[src/rtl/bin2bcd_if.sv]
// bin2bcd_if: start/result bundle between a binary source and the bin2bcd_seq converter.
interface bin2bcd_if #(
    parameter int WIDTH  = 8,
    parameter int DIGITS = 3
);
    logic                  start;
    logic [WIDTH-1:0]      bin;
    logic                  busy;
    logic                  done;
    logic [4*DIGITS-1:0]   bcd;
    logic                  overflow;
    logic [DIGITS-1:0]     digit_blank;

    modport master (output start, bin, input busy, done, bcd, overflow, digit_blank);
    modport slave  (input start, bin, output busy, done, bcd, overflow, digit_blank);
endinterface

[src/rtl/bin2bcd_seq.sv]
// bin2bcd_seq: sequential shift-and-add-3 binary to packed BCD, one bit per clock.
// Leading-zero blank mask generated only when BIN2BCD_BLANK_EN is defined.
module bin2bcd_seq #(
    parameter int WIDTH  = 8,
    parameter int DIGITS = 3
) (
    input  logic      clk,
    input  logic      rst_n,
    bin2bcd_if.slave  io
);
    localparam int CW = $clog2(WIDTH + 1);

    typedef enum logic [1:0] {IDLE, SHIFT, DONE} state_t;

    state_t                state_q;
    logic [WIDTH-1:0]      bin_q, bin_d;
    logic [4*DIGITS-1:0]   dig_q, dig_d, adj_d, bcd_q;
    logic                  ovf_q, ovf_d, overflow_q, busy_q, done_q;
    logic [CW-1:0]         cnt_q;
    logic [DIGITS-1:0]     blank_q, blank_d;

    always_comb begin
        adj_d = dig_q;
        for (int i = 0; i < DIGITS; i++)
            if (dig_q[4*i +: 4] >= 4'd5) adj_d[4*i +: 4] = dig_q[4*i +: 4] + 4'd3;
        dig_d = {adj_d[4*DIGITS-2:0], bin_q[WIDTH-1]};
        bin_d = bin_q << 1;
        // a bit leaving the top digit is worth 10^DIGITS: dropping it keeps the result mod 10^DIGITS
        ovf_d = ovf_q | adj_d[4*DIGITS-1];
    end

`ifdef BIN2BCD_BLANK_EN
    always_comb begin
        blank_d = '0;
        for (int i = 1; i < DIGITS; i++)
            blank_d[i] = (dig_d >> (4*i)) == '0;
    end
`else
    assign blank_d = '0;
`endif

    always_ff @(posedge clk or negedge rst_n) begin
        if (!rst_n) begin
            state_q    <= IDLE;
            bin_q      <= '0;
            dig_q      <= '0;
            ovf_q      <= 1'b0;
            cnt_q      <= '0;
            busy_q     <= 1'b0;
            done_q     <= 1'b0;
            bcd_q      <= '0;
            overflow_q <= 1'b0;
            blank_q    <= '0;
        end else if (state_q == SHIFT) begin
            bin_q <= bin_d;
            dig_q <= dig_d;
            ovf_q <= ovf_d;
            cnt_q <= cnt_q - CW'(1);
            if (cnt_q == CW'(1)) begin
                state_q    <= DONE;
                busy_q     <= 1'b0;
                done_q     <= 1'b1;
                bcd_q      <= dig_d;
                overflow_q <= ovf_d;
                blank_q    <= blank_d;
            end
        end else begin
            state_q <= io.start ? SHIFT : IDLE;
            busy_q  <= io.start;
            done_q  <= 1'b0;
            if (io.start) begin
                bin_q <= io.bin;
                dig_q <= '0;
                ovf_q <= 1'b0;
                cnt_q <= CW'(WIDTH);
            end
        end
    end

    assign io.busy        = busy_q;
    assign io.done        = done_q;
    assign io.bcd         = bcd_q;
    assign io.overflow    = overflow_q;
    assign io.digit_blank = blank_q;
endmodule

[src/flat_wrapper.sv]
// flat-port wrapper written by rule: the top's interface ports become plain ports
module bin2bcd_seq_flat 
#(
    parameter int WIDTH  = 8,
    parameter int DIGITS = 3
)
  (clk, rst_n, io_start, io_bin, io_busy, io_done, io_bcd, io_overflow, io_digit_blank);
  bin2bcd_if #(.WIDTH(WIDTH), .DIGITS(DIGITS)) io_i ();
  input  logic clk;
  input  logic rst_n;
  input wire logic [$bits(io_i.start)-1:0] io_start;
  input wire logic [$bits(io_i.bin)-1:0] io_bin;
  output wire logic [$bits(io_i.busy)-1:0] io_busy;
  output wire logic [$bits(io_i.done)-1:0] io_done;
  output wire logic [$bits(io_i.bcd)-1:0] io_bcd;
  output wire logic [$bits(io_i.overflow)-1:0] io_overflow;
  output wire logic [$bits(io_i.digit_blank)-1:0] io_digit_blank;
  assign io_i.start = io_start;
  assign io_i.bin = io_bin;
  assign io_busy = io_i.busy;
  assign io_done = io_i.done;
  assign io_bcd = io_i.bcd;
  assign io_overflow = io_i.overflow;
  assign io_digit_blank = io_i.digit_blank;
  bin2bcd_seq #(.WIDTH(WIDTH), .DIGITS(DIGITS)) u_core (.clk(clk), .rst_n(rst_n), .io(io_i));
endmodule
[config.mk]
export PLATFORM = sky130hd
export DESIGN_NAME = bin2bcd_seq_flat
export DESIGN_NICKNAME = d
export VERILOG_FILES = /design/src/rtl/bin2bcd_if.sv /design/src/rtl/bin2bcd_seq.sv /design/src/flat_wrapper.sv
export SDC_FILE = /design/constraint.sdc
export NUM_CORES = 1
export LEC_CHECK = 0
export CAP_MARGIN = 20
export CORE_UTILIZATION = 50
export CTS_BUF_LIST = sky130_fd_sc_hd__clkbuf_8 sky130_fd_sc_hd__clkbuf_16
export DETAILED_ROUTE_END_ITERATION = 16
export GPL_TIMING_DRIVEN = 1
export PLACE_DENSITY = 0.83
export SYNTH_ARGS = -nofsm -noshare
export SYNTH_HDL_FRONTEND = slang
export SYNTH_SLANG_ARGS = --single-unit
[constraint.sdc]
create_clock -name clk -period 4.2 [get_ports clk]
set_input_delay 1.26 -clock clk [delete_from_list [all_inputs] [get_ports clk]]
set_output_delay 1.26 -clock clk [all_outputs]
set_load 0.01 [all_outputs]
==> reports/qor.csv <==
stage,metric,value,unit
run_status,status,"complete, no violations",
power_and_ir_drop,Leak,0.001004,uW
cts,clk_lat worst skew,0.29,ns
cts,Resized cells post-CTS,0,
cts,Root Buffer,clkbuf_8,
critical_path,WP buf/inv,1,
floorplanning,DIE HEIGHT,63.98,um
routing,DR WL met3,142,um
sta,Final setup viols,0,
critical_path,critical path peak fanout,3,
sta,Worst Skew,0.005947,ns
critical_path,Worst EP required,2.94,ns
critical_path,Max stage delay on crit path,0.54,ns
routing,routed len/inst,13.10,um
place,DP Area,2173,sq um
global_route,initial antenna violation count,0,
sta,Final min period,2.459,ns
yosys,Synth Area in Compound Gates,0.1355,
routing,via-per-instance ratio,5.404,
final_layout,final non-filler cell area,2270,sq um
sta,Final Max Tran Viols,0,
yosys,Syn. warnings,0,
global_route,first-pass GRT wire length,6.230,mm
final_layout,diode count,0,
routing,top layer in use,met4,
cts,hold_buf cts,0,
critical_path,kind of end point of the critical path,output port,
cts,CTS tree,yes,
cts,# Post-CTS Setup Buffers,0,
critical_path,crit path cell chain,clkdlybuf4s50_1,
min_path,Hold/Removal Path Class,register to register,
routing,DR WL met2,1.711,mm
critical_path,"delay-heaviest family, CP",buffers and inverters,
critical_path,"Slowest-stage cell, CP",clkdlybuf4s50_1,
cts,clock sinks,40,
cts,H-tree Lvls,2,
place,HPWL after detailed placement,2.476,mm
final_layout,area growth from synthesis to layout,18.18,%
yosys,Synth Area in XOR/XNOR,0.01368,
floorplanning,Core Region,3661,sq um
floorplanning,I/O pins,29,
yosys,Synth Area in Adders,0.05212,
place,Port Buffer Count,25,
flow_run,max_cap viols,0,
critical_path,WS Path Type,register to output port,
routing,Routed WL,3.497,mm
sta,Sum Neg Setup Slack,0,ns
critical_path,Setup crit start kind,register,
floorplanning,Die W,63.98,um
routing,"antenna viol nets, final",0,
yosys,mux contribution to synthesized area,0.05928,
sta,final period utilization,0.5854,
floorplanning,# rows,22,
power_and_ir_drop,VDD IR max,274.6,uV
global_route,largest net degree at the start of global routing,41,
floorplanning,Starting Density,0.5246,
sta,final hold vios,0,
global_route,gr ovfl total,0,
cts,clock slew at reported path FFs,0.07,ns
power_and_ir_drop,Pwr Density,753.6,nW/um^2
place,GPL Wtd Cong,0.7869,
yosys,synthesized area per cell,9.849,sq um
yosys,Netlist cell types,28,
critical_path,Crit path arrival time,1.20,ns
cts,cts bufs inserted,5,
yosys,Post-synth EDFFs,0,
final_layout,share of cells above drive strength 1,0.08219,
yosys,Async SR Flop Fraction,1.000,
routing,DR iter-0 viols,68,
yosys,ys flop type,dfrtp_1,
routing,# DRC,0,
sta,worst slew pin tran,0.9300,ns
yosys,Syn Inst Count,195,
final_layout,fin nets,238,
cts,CTS max path bufs,2,
yosys,Synth Area in Simple Gates,0.1629,
yosys,proportion of synthesized chip area in sequential cells,0.5212,
yosys,main combinational cell family by area after synthesis,simple AND/OR/NAND/NOR gates,
yosys,Seq cells post-synth,40,
routing,Vias,1443,
routing,DRT Pass-1 Iters,4,
routing,Met1 Wirelength,1.587,mm
sta,FMAX,406.7,MHz
floorplanning,die area,4093,sq um
sta,max_slew headroom,0.3772,
sta,unrepaired setup endpoints after global routing,no,
global_route,vias in the first global route,1410,
yosys,Syn Std Cell Area,1921,sq um
global_route,GRT Total Usage,0.2019,
-- placed cells by master, fill, tap and decap left out, types with 4 or more instances in the layout --
cell type,count
ha_1,8
mux2i_1,8
clkdlybuf4s50_1,24
o21ai_0,36
a21oi_1,8
nand2b_1,4
inv_1,8
or3_1,7
dfrtp_1,40
nand2_1,27
clkbuf_8,7
nor2_1,10
-- through the flow --
stage	util	cells	setup WS [ns]	hold slack [ns]	total power, uW
2_1_floorplan	-	197	2.164	0.4485	1201
3_3_place_gp	0.5936	260	1.587	0.4605	1410
3_5_place_dp	0.5936	260	1.542	0.4682	1451
4_1_cts	0.6200	267	1.722	0.4861	1727
5_1_grt	0.6200	267	1.625	0.5155	1868
6_report	0.6200	267	1.741	0.4773	1710
-- layer usage --
metal	vias up	track usage
met5	-	0
met4	0	0.09375
met3	6	0.06250
met2	31	0.3191
met1	702	0.2518
li1	704	-
-- cells in the mapped netlist, drive strengths merged (4+ instances only) --
library cell	instances	area share
nand2	27	0.053
inv	8	0.016
ha	8	0.052
or3	7	0.023
mux2i	8	0.042
nor2	10	0.020
nand2b	4	0.013
a21oi	8	0.021
buf	10	0.033
dfrtp	40	0.52
o21ai	37	0.096
-- layout make-up --
cell class	count	area [sq um]
fillers	318	1391
flip-flops and latches	40	1001
multi-input cells	137	824.5
repair buffers	26	252.7
clock buffers	7	96.34
well taps	48	60.06
inverters	9	35.03
-- worst reg2reg max path, cell delays in order (launching register included) --
cell and delay, ns:
dfrtp_1 0.39, nor2b_2 0.73, nand3_2 0.52, clkinv_2 0.30, nor2_1 0.07, a31oi_1 0.14
-- worst paths after layout --
| path | from | endpoint | slack, ns | cells after the start |
|---|---|---|---|---|
| max in group asynchronous | rst_n | u_core.bin_q[2] | 2.60 | 1 |
| setup / recovery | u_core.io.done | io_done | 1.74 | 1 |
| min in group asynchronous | rst_n | u_core.io.bcd[11] | 1.07 | 1 |
| hold / removal | u_core.io.bcd[4] | u_core.io.bcd[4] | 0.48 | 2 |
| hold reg to reg | u_core.io.bcd[4] | u_core.io.bcd[4] | 0.48 | 2 |
| setup reg to reg | u_core.io.done | u_core.io.bcd[7] | 1.97 | 5 |
-- power breakdown --
part	switching [uW]	internal [uW]	leakage (uW)	total, uW
logic	426	345	0.000453	771
clock network	125	146	0.0000503	272
registers	114	554	0.000500	668
total	665	1050	0.00100	1710
-- flip-flops by register name, indices dropped and copies added (netlist names) --
| register | count |
|---|---|
| u_core.cnt_q | 4 |
| u_core.state_q | 1 |
| u_core.io.overflow | 1 |
| u_core.ovf_q | 1 |
| u_core.bin_q | 8 |
| u_core.io.done | 1 |
| u_core.dig_q | 12 |
| u_core.io.bcd | 12 |
-- logic make-up after synthesis --
family	after synthesis
multiplexers	11
other	1
buffers and inverters	20
adder cells (fa/ha/maj)	8
AND/OR/NAND/NOR	62
flip-flops	40
XOR/XNOR	3
AO/OA/AOI/OAI	50
Note: power is estimated with default switching activity, not from simulation.
